**config.mk**
```make
export PLATFORM = sky130hd
export DESIGN_NAME = ysyx_25060170_lsu_flat
export DESIGN_NICKNAME = d
export VERILOG_FILES = /design/src/rtl/ysyx_25060170_lsu_pkg.sv /design/src/rtl/ysyx_25060170_lsu_if.sv /design/src/rtl/ysyx_25060170_lsu_align.sv /design/src/rtl/ysyx_25060170_lsu.sv /design/src/flat_wrapper.sv
export SDC_FILE = /design/constraint.sdc
export NUM_CORES = 1
export LEC_CHECK = 0
export BUFFER_PORTS_ARGS = -buffer_cell sky130_fd_sc_hd__buf_2
export CAP_MARGIN = 20
export CORE_MARGIN = 1.5
export CORE_UTILIZATION = 40
export CTS_BUF_LIST = sky130_fd_sc_hd__clkbuf_8 sky130_fd_sc_hd__clkbuf_16
export DETAILED_ROUTE_END_ITERATION = 7
export GPL_ROUTABILITY_DRIVEN = 0
export PLACE_DENSITY = 0.67
export SYNTH_ARGS = -nofsm -noshare
export SYNTH_HDL_FRONTEND = slang
export SYNTH_SLANG_ARGS = --single-unit
```
**constraint.sdc**
```tcl
create_clock -name clk -period 5.1 [get_ports clk]
set_input_delay 0.255 -clock clk [delete_from_list [all_inputs] [get_ports clk]]
set_output_delay 0.255 -clock clk [all_outputs]
set_load 0.1 [all_outputs]
```
**src/rtl/ysyx_25060170_lsu_pkg.sv**
```systemverilog
// ysyx_25060170_pkg: shared LSU state encoding, funct3 load/store constants
// and access-size helpers used by the LSU top and its alignment unit.
// No ports; imported with `import ysyx_25060170_pkg::*;`.
package ysyx_25060170_pkg;

  typedef enum logic [1:0] {
    S_IDLE = 2'd0,
    S_REQ  = 2'd1,
    S_WAIT = 2'd2,
    S_RESP = 2'd3
  } lsu_state_e;

  typedef enum logic [1:0] {
    SZ_BYTE = 2'd0,
    SZ_HALF = 2'd1,
    SZ_WORD = 2'd2
  } lsu_size_e;

  localparam logic [2:0] F3_LB  = 3'b000;
  localparam logic [2:0] F3_LH  = 3'b001;
  localparam logic [2:0] F3_LW  = 3'b010;
  localparam logic [2:0] F3_LBU = 3'b100;
  localparam logic [2:0] F3_LHU = 3'b101;
  localparam logic [2:0] F3_SB  = 3'b000;
  localparam logic [2:0] F3_SH  = 3'b001;
  localparam logic [2:0] F3_SW  = 3'b010;

  // Unsigned variants only exist for loads; on a store 100/101 are not
  // valid encodings and fall back to a full word like any other unknown.
  function automatic lsu_size_e access_size(input logic [2:0] funct3,
                                            input logic       is_store);
    lsu_size_e sz;
    case (funct3)
      F3_LB:   sz = SZ_BYTE;
      F3_LH:   sz = SZ_HALF;
      F3_LBU:  sz = is_store ? SZ_WORD : SZ_BYTE;
      F3_LHU:  sz = is_store ? SZ_WORD : SZ_HALF;
      default: sz = SZ_WORD;
    endcase
    return sz;
  endfunction

  function automatic logic is_misaligned(input lsu_size_e sz,
                                         input logic [1:0] addr_lo);
    return ((sz == SZ_HALF) && addr_lo[0]) ||
           ((sz == SZ_WORD) && (addr_lo != 2'b00));
  endfunction

endpackage

```
**src/rtl/ysyx_25060170_lsu_if.sv**
```systemverilog
// ysyx_25060170_lsu_if: bundles the EXU->LSU request, LSU<->memory and
// LSU->WBU response signals. Modport slave is the LSU view, modport master
// is the surrounding pipeline/memory view.
interface ysyx_25060170_lsu_if;

  // upstream (EXU)
  logic        in_valid_i;
  logic        in_ready_o;
  logic [31:0] addr_i;
  logic [31:0] wdata_i;
  logic [2:0]  funct3_i;
  logic        is_load_i;
  logic        is_store_i;
  logic [4:0]  rd_i;

  // memory
  logic        mem_req_o;
  logic        mem_we_o;
  logic [31:0] mem_addr_o;
  logic [31:0] mem_wdata_o;
  logic [3:0]  mem_wmask_o;
  logic        mem_gnt_i;
  logic        mem_rvalid_i;
  logic [31:0] mem_rdata_i;

  // downstream (WBU)
  logic        out_valid_o;
  logic        out_ready_i;
  logic [31:0] wb_data_o;
  logic [4:0]  rd_o;
  logic        wb_en_o;
  logic        fault_o;

  modport slave (
    input  in_valid_i, addr_i, wdata_i, funct3_i, is_load_i, is_store_i, rd_i,
    output in_ready_o,
    output mem_req_o, mem_we_o, mem_addr_o, mem_wdata_o, mem_wmask_o,
    input  mem_gnt_i, mem_rvalid_i, mem_rdata_i,
    output out_valid_o, wb_data_o, rd_o, wb_en_o, fault_o,
    input  out_ready_i
  );

  modport master (
    output in_valid_i, addr_i, wdata_i, funct3_i, is_load_i, is_store_i, rd_i,
    input  in_ready_o,
    input  mem_req_o, mem_we_o, mem_addr_o, mem_wdata_o, mem_wmask_o,
    output mem_gnt_i, mem_rvalid_i, mem_rdata_i,
    input  out_valid_o, wb_data_o, rd_o, wb_en_o, fault_o,
    output out_ready_i
  );

endinterface

```
**src/rtl/ysyx_25060170_lsu_align.sv**
```systemverilog
// ysyx_25060170_lsu_align: store byte-mask generation, store lane
// replication and load byte/halfword extraction with sign/zero extension.
// Purely combinational, no backpressure.
// Ports: funct3_i/is_store_i select the access size, addr_lo_i is the byte
// offset, wdata_i/rdata_i are raw store/load words; wmask_o, wdata_o and
// load_data_o are the aligned results.
module ysyx_25060170_lsu_align
  import ysyx_25060170_pkg::*;
(
  input  logic [2:0]  funct3_i,
  input  logic        is_store_i,
  input  logic [1:0]  addr_lo_i,
  input  logic [31:0] wdata_i,
  input  logic [31:0] rdata_i,
  output logic [3:0]  wmask_o,
  output logic [31:0] wdata_o,
  output logic [31:0] load_data_o
);

  lsu_size_e   sz;
  logic [15:0] rd_shift;

  always_comb begin
    sz          = access_size(funct3_i, is_store_i);
    // Bring the addressed lane down to bit 0; a halfword at offset 3 sees
    // zeros above lane 3, which is the lane-truncation behaviour.
    rd_shift    = 16'(rdata_i >> {addr_lo_i, 3'b000});
    wmask_o     = 4'b1111;
    wdata_o     = wdata_i;
    load_data_o = rdata_i;
    case (sz)
      SZ_BYTE: begin
        wmask_o     = 4'b0001 << addr_lo_i;
        wdata_o     = {4{wdata_i[7:0]}};
        load_data_o = funct3_i[2] ? {24'b0, rd_shift[7:0]}
                                  : {{24{rd_shift[7]}}, rd_shift[7:0]};
      end
      SZ_HALF: begin
        wmask_o     = 4'b0011 << addr_lo_i;
        wdata_o     = {2{wdata_i[15:0]}};
        load_data_o = funct3_i[2] ? {16'b0, rd_shift}
                                  : {{16{rd_shift[15]}}, rd_shift};
      end
      default: begin
        wmask_o     = 4'b1111;
        wdata_o     = wdata_i;
        load_data_o = rdata_i;
      end
    endcase
  end

endmodule

```
**src/rtl/ysyx_25060170_lsu.sv**
```systemverilog
// ysyx_25060170_lsu: single-outstanding load/store unit between EXU and WBU.
// Latency: accept N, mem_req N+1, out_valid N+3 (gnt/rvalid immediate);
//   non-memory ops and faults present out_valid at N+1.
// Backpressure: in_ready only in IDLE; response held in RESP until out_ready.
// Ports: clk, rst (async, active-high), bus (ysyx_25060170_lsu_if.slave).
// Macro YSYX_25060170_LSU_MISALIGN_CHECK_EN: misaligned half/word accesses
//   skip memory and respond with fault_o=1; otherwise fault_o is tied low.
module ysyx_25060170_lsu
  import ysyx_25060170_pkg::*;
#(
  parameter int XLEN = 32
) (
  input  logic                    clk,
  input  logic                    rst,
  ysyx_25060170_lsu_if.slave      bus
);

  lsu_state_e      state_q, state_d;

  logic [XLEN-1:0] addr_q;
  logic [XLEN-1:0] wdata_q;
  logic [2:0]      funct3_q;
  logic            is_store_q;
  logic [4:0]      rd_q;
  logic [XLEN-1:0] wb_data_q;
  logic            wb_en_q;

  logic            accept;
  logic            is_mem_in;
  logic            fault_in;

  logic [3:0]      al_wmask;
  logic [31:0]     al_wdata;
  logic [31:0]     al_load;

  assign accept    = (state_q == S_IDLE) && bus.in_valid_i;
  assign is_mem_in = bus.is_load_i | bus.is_store_i;

`ifdef YSYX_25060170_LSU_MISALIGN_CHECK_EN
  logic fault_q;
  assign fault_in = is_mem_in &&
                    is_misaligned(access_size(bus.funct3_i, bus.is_store_i),
                                  bus.addr_i[1:0]);
`else
  assign fault_in = 1'b0;
`endif

  // Operates on latched fields so mask/data stay stable across REQ.
  ysyx_25060170_lsu_align u_align (
    .funct3_i    (funct3_q),
    .is_store_i  (is_store_q),
    .addr_lo_i   (addr_q[1:0]),
    .wdata_i     (wdata_q),
    .rdata_i     (bus.mem_rdata_i),
    .wmask_o     (al_wmask),
    .wdata_o     (al_wdata),
    .load_data_o (al_load)
  );

  always_ff @(posedge clk or posedge rst) begin
    if (rst) state_q <= S_IDLE;
    else     state_q <= state_d;
  end

  always_comb begin
    state_d = state_q;
    case (state_q)
      S_IDLE: if (bus.in_valid_i) state_d = (is_mem_in && !fault_in) ? S_REQ : S_RESP;
      // An rvalid coincident with gnt belongs to nothing yet; only gnt counts.
      S_REQ:  if (bus.mem_gnt_i)    state_d = S_WAIT;
      S_WAIT: if (bus.mem_rvalid_i) state_d = S_RESP;
      S_RESP: if (bus.out_ready_i)  state_d = S_IDLE;
      default:                      state_d = S_IDLE;
    endcase
  end

  always_ff @(posedge clk or posedge rst) begin
    if (rst) begin
      addr_q     <= '0;
      wdata_q    <= '0;
      funct3_q   <= '0;
      is_store_q <= 1'b0;
      rd_q       <= '0;
      wb_data_q  <= '0;
      wb_en_q    <= 1'b0;
`ifdef YSYX_25060170_LSU_MISALIGN_CHECK_EN
      fault_q    <= 1'b0;
`endif
    end else if (accept) begin
      addr_q     <= bus.addr_i;
      wdata_q    <= bus.wdata_i;
      funct3_q   <= bus.funct3_i;
      is_store_q <= bus.is_store_i;
      rd_q       <= bus.rd_i;
      if (!is_mem_in) begin
        wb_data_q <= bus.addr_i;
        wb_en_q   <= (bus.rd_i != 5'd0);
      end else if (fault_in) begin
        wb_data_q <= '0;
        wb_en_q   <= 1'b0;
      end else begin
        wb_data_q <= '0;
        wb_en_q   <= bus.is_load_i & ~bus.is_store_i & (bus.rd_i != 5'd0);
      end
`ifdef YSYX_25060170_LSU_MISALIGN_CHECK_EN
      fault_q    <= fault_in;
`endif
    end else if ((state_q == S_WAIT) && bus.mem_rvalid_i) begin
      wb_data_q <= is_store_q ? '0 : al_load;
    end
  end

  // Outputs are gated by state so everything reads zero outside the phase
  // that owns it, including during reset.
  always_comb begin
    bus.in_ready_o  = (state_q == S_IDLE);
    bus.mem_req_o   = 1'b0;
    bus.mem_we_o    = 1'b0;
    bus.mem_addr_o  = '0;
    bus.mem_wdata_o = '0;
    bus.mem_wmask_o = '0;
    bus.out_valid_o = 1'b0;
    bus.wb_data_o   = '0;
    bus.rd_o        = '0;
    bus.wb_en_o     = 1'b0;
    bus.fault_o     = 1'b0;
    if (state_q == S_REQ) begin
      bus.mem_req_o   = 1'b1;
      bus.mem_we_o    = is_store_q;
      bus.mem_addr_o  = {addr_q[31:2], 2'b00};
      bus.mem_wdata_o = al_wdata;
      bus.mem_wmask_o = al_wmask;
    end
    if (state_q == S_RESP) begin
      bus.out_valid_o = 1'b1;
      bus.wb_data_o   = wb_data_q;
      bus.rd_o        = rd_q;
      bus.wb_en_o     = wb_en_q;
`ifdef YSYX_25060170_LSU_MISALIGN_CHECK_EN
      bus.fault_o     = fault_q;
`endif
    end
  end

endmodule

```
**src/flat_wrapper.sv**
```systemverilog
// flat-port wrapper written by rule: the top's interface ports become plain ports
module ysyx_25060170_lsu_flat import ysyx_25060170_pkg::*;
#(
  parameter int XLEN = 32
)
  (clk, rst, bus_in_valid_i, bus_addr_i, bus_wdata_i, bus_funct3_i, bus_is_load_i, bus_is_store_i, bus_rd_i, bus_in_ready_o, bus_mem_req_o, bus_mem_we_o, bus_mem_addr_o, bus_mem_wdata_o, bus_mem_wmask_o, bus_mem_gnt_i, bus_mem_rvalid_i, bus_mem_rdata_i, bus_out_valid_o, bus_wb_data_o, bus_rd_o, bus_wb_en_o, bus_fault_o, bus_out_ready_i);
  ysyx_25060170_lsu_if bus_i ();
  input  logic clk;
  input  logic rst;
  input wire logic [$bits(bus_i.in_valid_i)-1:0] bus_in_valid_i;
  input wire logic [$bits(bus_i.addr_i)-1:0] bus_addr_i;
  input wire logic [$bits(bus_i.wdata_i)-1:0] bus_wdata_i;
  input wire logic [$bits(bus_i.funct3_i)-1:0] bus_funct3_i;
  input wire logic [$bits(bus_i.is_load_i)-1:0] bus_is_load_i;
  input wire logic [$bits(bus_i.is_store_i)-1:0] bus_is_store_i;
  input wire logic [$bits(bus_i.rd_i)-1:0] bus_rd_i;
  output wire logic [$bits(bus_i.in_ready_o)-1:0] bus_in_ready_o;
  output wire logic [$bits(bus_i.mem_req_o)-1:0] bus_mem_req_o;
  output wire logic [$bits(bus_i.mem_we_o)-1:0] bus_mem_we_o;
  output wire logic [$bits(bus_i.mem_addr_o)-1:0] bus_mem_addr_o;
  output wire logic [$bits(bus_i.mem_wdata_o)-1:0] bus_mem_wdata_o;
  output wire logic [$bits(bus_i.mem_wmask_o)-1:0] bus_mem_wmask_o;
  input wire logic [$bits(bus_i.mem_gnt_i)-1:0] bus_mem_gnt_i;
  input wire logic [$bits(bus_i.mem_rvalid_i)-1:0] bus_mem_rvalid_i;
  input wire logic [$bits(bus_i.mem_rdata_i)-1:0] bus_mem_rdata_i;
  output wire logic [$bits(bus_i.out_valid_o)-1:0] bus_out_valid_o;
  output wire logic [$bits(bus_i.wb_data_o)-1:0] bus_wb_data_o;
  output wire logic [$bits(bus_i.rd_o)-1:0] bus_rd_o;
  output wire logic [$bits(bus_i.wb_en_o)-1:0] bus_wb_en_o;
  output wire logic [$bits(bus_i.fault_o)-1:0] bus_fault_o;
  input wire logic [$bits(bus_i.out_ready_i)-1:0] bus_out_ready_i;
  assign bus_i.in_valid_i = bus_in_valid_i;
  assign bus_i.addr_i = bus_addr_i;
  assign bus_i.wdata_i = bus_wdata_i;
  assign bus_i.funct3_i = bus_funct3_i;
  assign bus_i.is_load_i = bus_is_load_i;
  assign bus_i.is_store_i = bus_is_store_i;
  assign bus_i.rd_i = bus_rd_i;
  assign bus_in_ready_o = bus_i.in_ready_o;
  assign bus_mem_req_o = bus_i.mem_req_o;
  assign bus_mem_we_o = bus_i.mem_we_o;
  assign bus_mem_addr_o = bus_i.mem_addr_o;
  assign bus_mem_wdata_o = bus_i.mem_wdata_o;
  assign bus_mem_wmask_o = bus_i.mem_wmask_o;
  assign bus_i.mem_gnt_i = bus_mem_gnt_i;
  assign bus_i.mem_rvalid_i = bus_mem_rvalid_i;
  assign bus_i.mem_rdata_i = bus_mem_rdata_i;
  assign bus_out_valid_o = bus_i.out_valid_o;
  assign bus_wb_data_o = bus_i.wb_data_o;
  assign bus_rd_o = bus_i.rd_o;
  assign bus_wb_en_o = bus_i.wb_en_o;
  assign bus_fault_o = bus_i.fault_o;
  assign bus_i.out_ready_i = bus_out_ready_i;
  ysyx_25060170_lsu #(.XLEN(XLEN)) u_core (.clk(clk), .rst(rst), .bus(bus_i));
endmodule
```
==> results of run 1 <==
==> tightest hold or removal path: cells and delay by family <==
kind | cells | cell delay, ns
buffers and inverters | 1 | 0.07
AND/OR/NAND/NOR | 2 | 0.08
==> cell families after synthesis <==
| group | after synthesis | synth area share, % |
|---|---|---|
| AND/OR/NAND/NOR | 418 | 32.1 |
| flip-flops | 108 | 45.9 |
| AO/OA/AOI/OAI | 104 | 13.0 |
| buffers and inverters | 62 | 4.71 |
| multiplexers | 18 | 3.42 |
| adder cells (fa/ha/maj) | 4 | 0.849 |
| other | 1 | 0.0636 |
==> area by class of cell <==
class | instances | area share (%)
inverter | 8 | 0.438
timing repair buffer | 228 | 15.9
clock inverter | 6 | 1.25
clock buffer | 10 | 3.22
sequential | 108 | 36.4
multi-input combinational | 547 | 39.7
tap | 184 | 3.10
==> metal layers <==
metal | up-vias | part of all wire (%) | GRT usage, %
li1 | 2744 | - | -
met1 | 2652 | 45 | 33.7
met2 | 263 | 45 | 35.3
met3 | 28 | 7.7 | 5.24
met4 | 0 | 2.3 | 8.72
met5 | - | 0 | 0
==> metrics by stage <==
step	area (sq um)	setup WS, ns	instances
finish	7420	2.29	1091
global route	7420	2.15	1091
CTS	7400	2.27	1090
detailed placement	7060	2.49	1073
global placement	7060	2.57	1073
floorplan	5900	0.835	717
==> state kept, by name, indices dropped and copies added, names as in the netlist <==
name and cells:
u_core.wb_en_q 1, u_core.wdata_q 32, u_core.addr_q 32, u_core.is_store_q 1, u_core.state_q 2, u_core.wb_data_q 32
u_core.funct3_q 3, u_core.rd_q 5
==> cells in the final DEF (no fill, tap or decap), types with 2 or more instances in the layout <==
master,netlist,routed
o2bb2ai_1,7,7
a21o_1,2,2
buf_4,3,7
conb_1,1,3
nor2b_1,3,3
dfrtp_1,108,108
o21ai_0,4,4
nor3_2,1,2
nand2b_1,9,9
inv_6,0,2
buf_2,12,219
a22oi_1,16,15
bufinv_16,0,2
o211ai_1,8,8
ha_1,4,4
a32oi_1,24,24
a21oi_1,22,21
inv_1,7,6
nand3_1,25,25
clkinvlp_4,0,2
o221ai_1,8,8
mux2i_1,10,10
and2_1,78,77
nand2_1,279,278
a211oi_1,8,8
nor2_1,16,16
mux2_2,7,7
clkbuf_16,0,9
==> Yosys cell counts (8+ instances only) <==
library cell	number
a211oi_1	8
a21oi_1	22
a22oi_1	16
a32oi_1	24
and2_1	78
buf_2	12
clkbuf_1	33
dfrtp_1	108
mux2i_1	10
nand2_1	279
nand2b_1	9
nand3_1	25
nor2_1	16
o211ai_1	8
o221ai_1	8
==> path summary, 6_finish.rpt <==
path	to
worst max-delay path	bus_mem_wdata_o[8]
worst min-delay path	u_core.wdata_q[13]$_DFFE_PP0P_
worst max register to register	u_core.wb_data_q[0]$_DFFE_PP0P_
worst min register to register	u_core.addr_q[7]$_DFFE_PP0P_
max in group asynchronous	u_core.addr_q[7]$_DFFE_PP0P_
min in group asynchronous	u_core.addr_q[30]$_DFFE_PP0P_
==> timing repair <==
item,in CTS,in global routing
hold buffers,1,0
endpoints found under the setup margin,0,0
resized for setup,0,0
hold endpoints to repair,22,0
==> results.cfg, run 1 <==
[outcome]
status = finished clean

[min_path]
hold_path_class = primary input to flip-flop
whs_path_depth = 3
hold_start = bus_wdata_i[13]

[die]
rows = 44
start_util_pct = 40.7
die_w_um = 124
dieArea_sq_um = 15500
die-height_um = 124
core_area_sq_um = 14500
pin_count = 223

[sta]
finalClockSkew_ns = 0.00846
worst_pin_slew_ns = 0.806
setup_tns_ns = 0
fin_crit_sh_pct = 55.0
hold_viol_final = 0
fin_hold_ws_ns = 0.0883
slew_headroom_pct = 45.8
slew_viol_final = 0
post-route-min-period_ns = 2.81
setup_viol = 0
rsz0062_at_grt = false
fmax_mhz = 356

[setup_path]
cp_data_arrival_time_ns = 2.55
cp-start-kind = flip-flop
critPathKind = flip-flop to output pin
slowest_stage = dfrtp_1
crit_fanout = 27
rr_startpoint = u_core.state_q[0]$_DFFE_PP0P_
cp_cell_sequence = a21oi_4 > buf_4 > nand2b_1 > nand2_1 > a21oi_1 > buf_2
r2r_setup_slack_ns = 2.49
slowest_delay_ns = 0.52
worstPathRequired_ns = 4.85
worstSetupPathDepth = 6
ff2ff_path_depth = 7
path_buf_inv = 2
critical_path.top_delay_family = buffers and inverters
crit_path_start = u_core.is_store_q$_DFFE_PP0P_
end_kind = output pin

[drt]
routed_wirelength_um = 18200
routed-via-count = 5687
drc = 0
wl_per_cell_um = 16.7
first_pass_iters = 5
postRouteAntennaNets = 0
drt_iter0_drc = 419
vias_per_cell = 5.21

[synthesis]
synth-warning-count = 0
yosysSeqAreaShare_pct = 45.9
synth.largest_area_cell = dfrtp_1
syn_inst = 715
synth_edf_count = 0
post_synth_num_cell_types = 42
synthArstFlopShare_pct = 100
syn_area_per_cell_sq_um = 8.24
synth_top_area_share_pct = 45.9
synth_top_flop_cell = dfrtp_1
synth_area_sq_um = 5890
synth_seq_cells = 108
synth.area.top_cells = dfrtp_1, nand2_1, and2_1, a32oi_1, nand3_1

[cells_and_area]
final_nets = 1018
n_antenna_cell = 0
layout.area.seq_sq_um = 2700
nFillCells = 1429
drive_above_1_share_pct = 29.0
areaGrowthSynthToFinish_pct = 26.0
multi_input_comb_area_sq_um = 2950
final_core_util_pct = 51.3

[place]
dp_hpwl_um = 12900
io_buffers = 219

[grt]
grt_pass1_vias = 5264
antenna_found_initial = 0
globalRouteTotalUtil_pct = 23.7
grt_max_degree = 100
grt_first_pass_wirelength_um = 29300
grt_overflow = 0

[clock_tree]
path_clk_slew_ns = 0.08
postCtsSetupBuffers = 0
clockBufferDepth = 2
root_buffer = clkbuf_16
clk_latency_ns = 0.35
htreeDepth = 3
cts_sinks = 108
cts_tree = built
cts_made_buffers = 9

[job]
drv_cap = 0
Power of run 1 is not shown: default switching activity piles up to over one toggle a cycle in this logic, so the estimate is an artifact.
==> run 2, diff against run 1 <==
==> constraint.sdc (replaced) <==
create_clock -name clk -period 2.8 [get_ports clk]
set_input_delay 0.14 -clock clk [delete_from_list [all_inputs] [get_ports clk]]
set_output_delay 0.14 -clock clk [all_outputs]
set_load 0.1 [all_outputs]
==> run 2 against run 1 <==
Die area is the same. Critical path depth shrank 1. Non-clock buffer count increased by 53. First-iteration DRC count up 11%. Setup slack worse by 1.9 ns. Worst hold slack got worse by 0.072 ns. Via count is 5.5% higher. Highest routed layer unchanged. Flip-flop and latch count unchanged. Critical endpoint is now bus_mem_wdata_o[9].
==> results.cfg, run 2 (synthesis results as in run 1) <==
[grt]
antenna_found_initial = 2
globalRouteTotalUtil_pct = 25.7
grt_max_degree = 109
grt_overflow = 0
grt_first_pass_wirelength_um = 31700
grt_pass1_vias = 5891

[setup_path]
slowest_stage = dfrtp_1
critPathKind = flip-flop to output pin
worstPathRequired_ns = 2.66
crit_fanout = 11
cp-start-kind = flip-flop
cp_data_arrival_time_ns = 2.29
end_kind = output pin
r2r_setup_slack_ns = 0.70
path_buf_inv = 1
critical_path.top_delay_family = simple AND/OR/NAND/NOR gates
slowest_delay_ns = 0.50
cp_cell_sequence = a21o_1 > nor2_1 > nand2_1 > a21oi_2 > buf_12

[drt]
drt_iter0_drc = 465
vias_per_cell = 5.24
wl_per_cell_um = 17.4
postRouteAntennaNets = 0
routed_wirelength_um = 19900
drc = 0
first_pass_iters = 5
routed-via-count = 5997

[clock_tree]
clockBufferDepth = 2
clk_latency_ns = 0.35
root_buffer = clkbuf_16
cts_tree = built
ctsHoldBuffers = 47
path_clk_slew_ns = 0.07
ctsResizeCount = 0
postCtsSetupBuffers = 0
cts_made_buffers = 9
cts_sinks = 108
htreeDepth = 3

[sta]
setup_viol = 0
worst_pin_slew_ns = 0.858
fin_ws_ns = 0.373
slew_headroom_pct = 42.7
fmax_mhz = 412
finalClockSkew_ns = 0.00742
post-route-min-period_ns = 2.43
fin_hold_ws_ns = 0.0165
hold_viol_final = 0
fin_crit_sh_pct = 86.7
rsz0062_at_grt = false
slew_viol_final = 0

[die]
dieArea_sq_um = 15500
pin_count = 223
die-height_um = 124
rows = 44
core_area_sq_um = 14500
die_w_um = 124
start_util_pct = 40.7

[min_path]
hold_path_class = primary input to flip-flop

[place]
dp_hpwl_um = 13800
pre_cts_ws_ns = 0.704
io_buffers = 219

[cells_and_area]
final_nets = 1071
drive_above_1_share_pct = 30.5
areaGrowthSynthToFinish_pct = 43.7
final_core_util_pct = 58.5
layout_common_cells = nand2_1, buf_2, dfrtp_1
layout_commonest_cell = nand2_1
top_regs = u_core.addr_q x32, u_core.wb_data_q x32, u_core.wdata_q x32

[job]
drv_cap = 0

[outcome]
status = finished clean
-- run 2: worst paths after layout --
kind | from | endpoint | cells after the start
hold / removal | bus_rd_i[0] | u_core.rd_q[0]$_DFFE_PP0P_ | 3
hold reg to reg | u_core.rd_q[2]$_DFFE_PP0P_ | u_core.rd_q[2]$_DFFE_PP0P_ | 2
setup reg to reg | u_core.addr_q[0]$_DFFE_PP0P_ | u_core.wb_data_q[9]$_DFFE_PP0P_ | 4
max in group asynchronous | rst | u_core.rd_q[2]$_DFFE_PP0P_ | 4
setup / recovery | u_core.is_store_q$_DFFE_PP0P_ | bus_mem_wdata_o[9] | 5
min in group asynchronous | rst | u_core.addr_q[19]$_DFFE_PP0P_ | 4
-- run 2: layer usage --
metal / routed length (um) / GRT usage [%] / share of wire, %
met4: 568 / 11.1 / 2.9
met5: 0 / 0 / 0
met1: 9040 / 36.2 / 46
met2: 9160 / 39.8 / 46
met3: 1090 / 3.26 / 5.5
-- run 2: cell type report --
| type | count | area, sq um |
|---|---|---|
| sequential | 108 | 2700 |
| tap | 184 | 230 |
| inverter | 8 | 33.8 |
| clock buffer | 9 | 225 |
| clock inverter | 5 | 47.5 |
| antenna | 2 | 5.00 |
| timing repair buffer | 281 | 2120 |
| fill | 1300 | 6010 |
| multi-input combinational | 547 | 3100 |
-- run 2: worst register-to-register path: stages (launching register included) --
cell	delay [ns]
dfrtp_1	0.70
mux4_2	0.62
a21o_1	0.27
o221ai_1	0.31
nand2_1	0.09
-- run 2: through the flow --
step | TNS [ns] | area, sq um | std cells
after CTS | 0 | 8450 | 1141
final | 0 | 8470 | 1144
after global placement | 0 | 7710 | 1080
after global routing | 0 | 8470 | 1144
after floorplan | -5.41 | 6060 | 717
after detailed placement | 0 | 7710 | 1080
Power of run 2 is left out for the same reason.
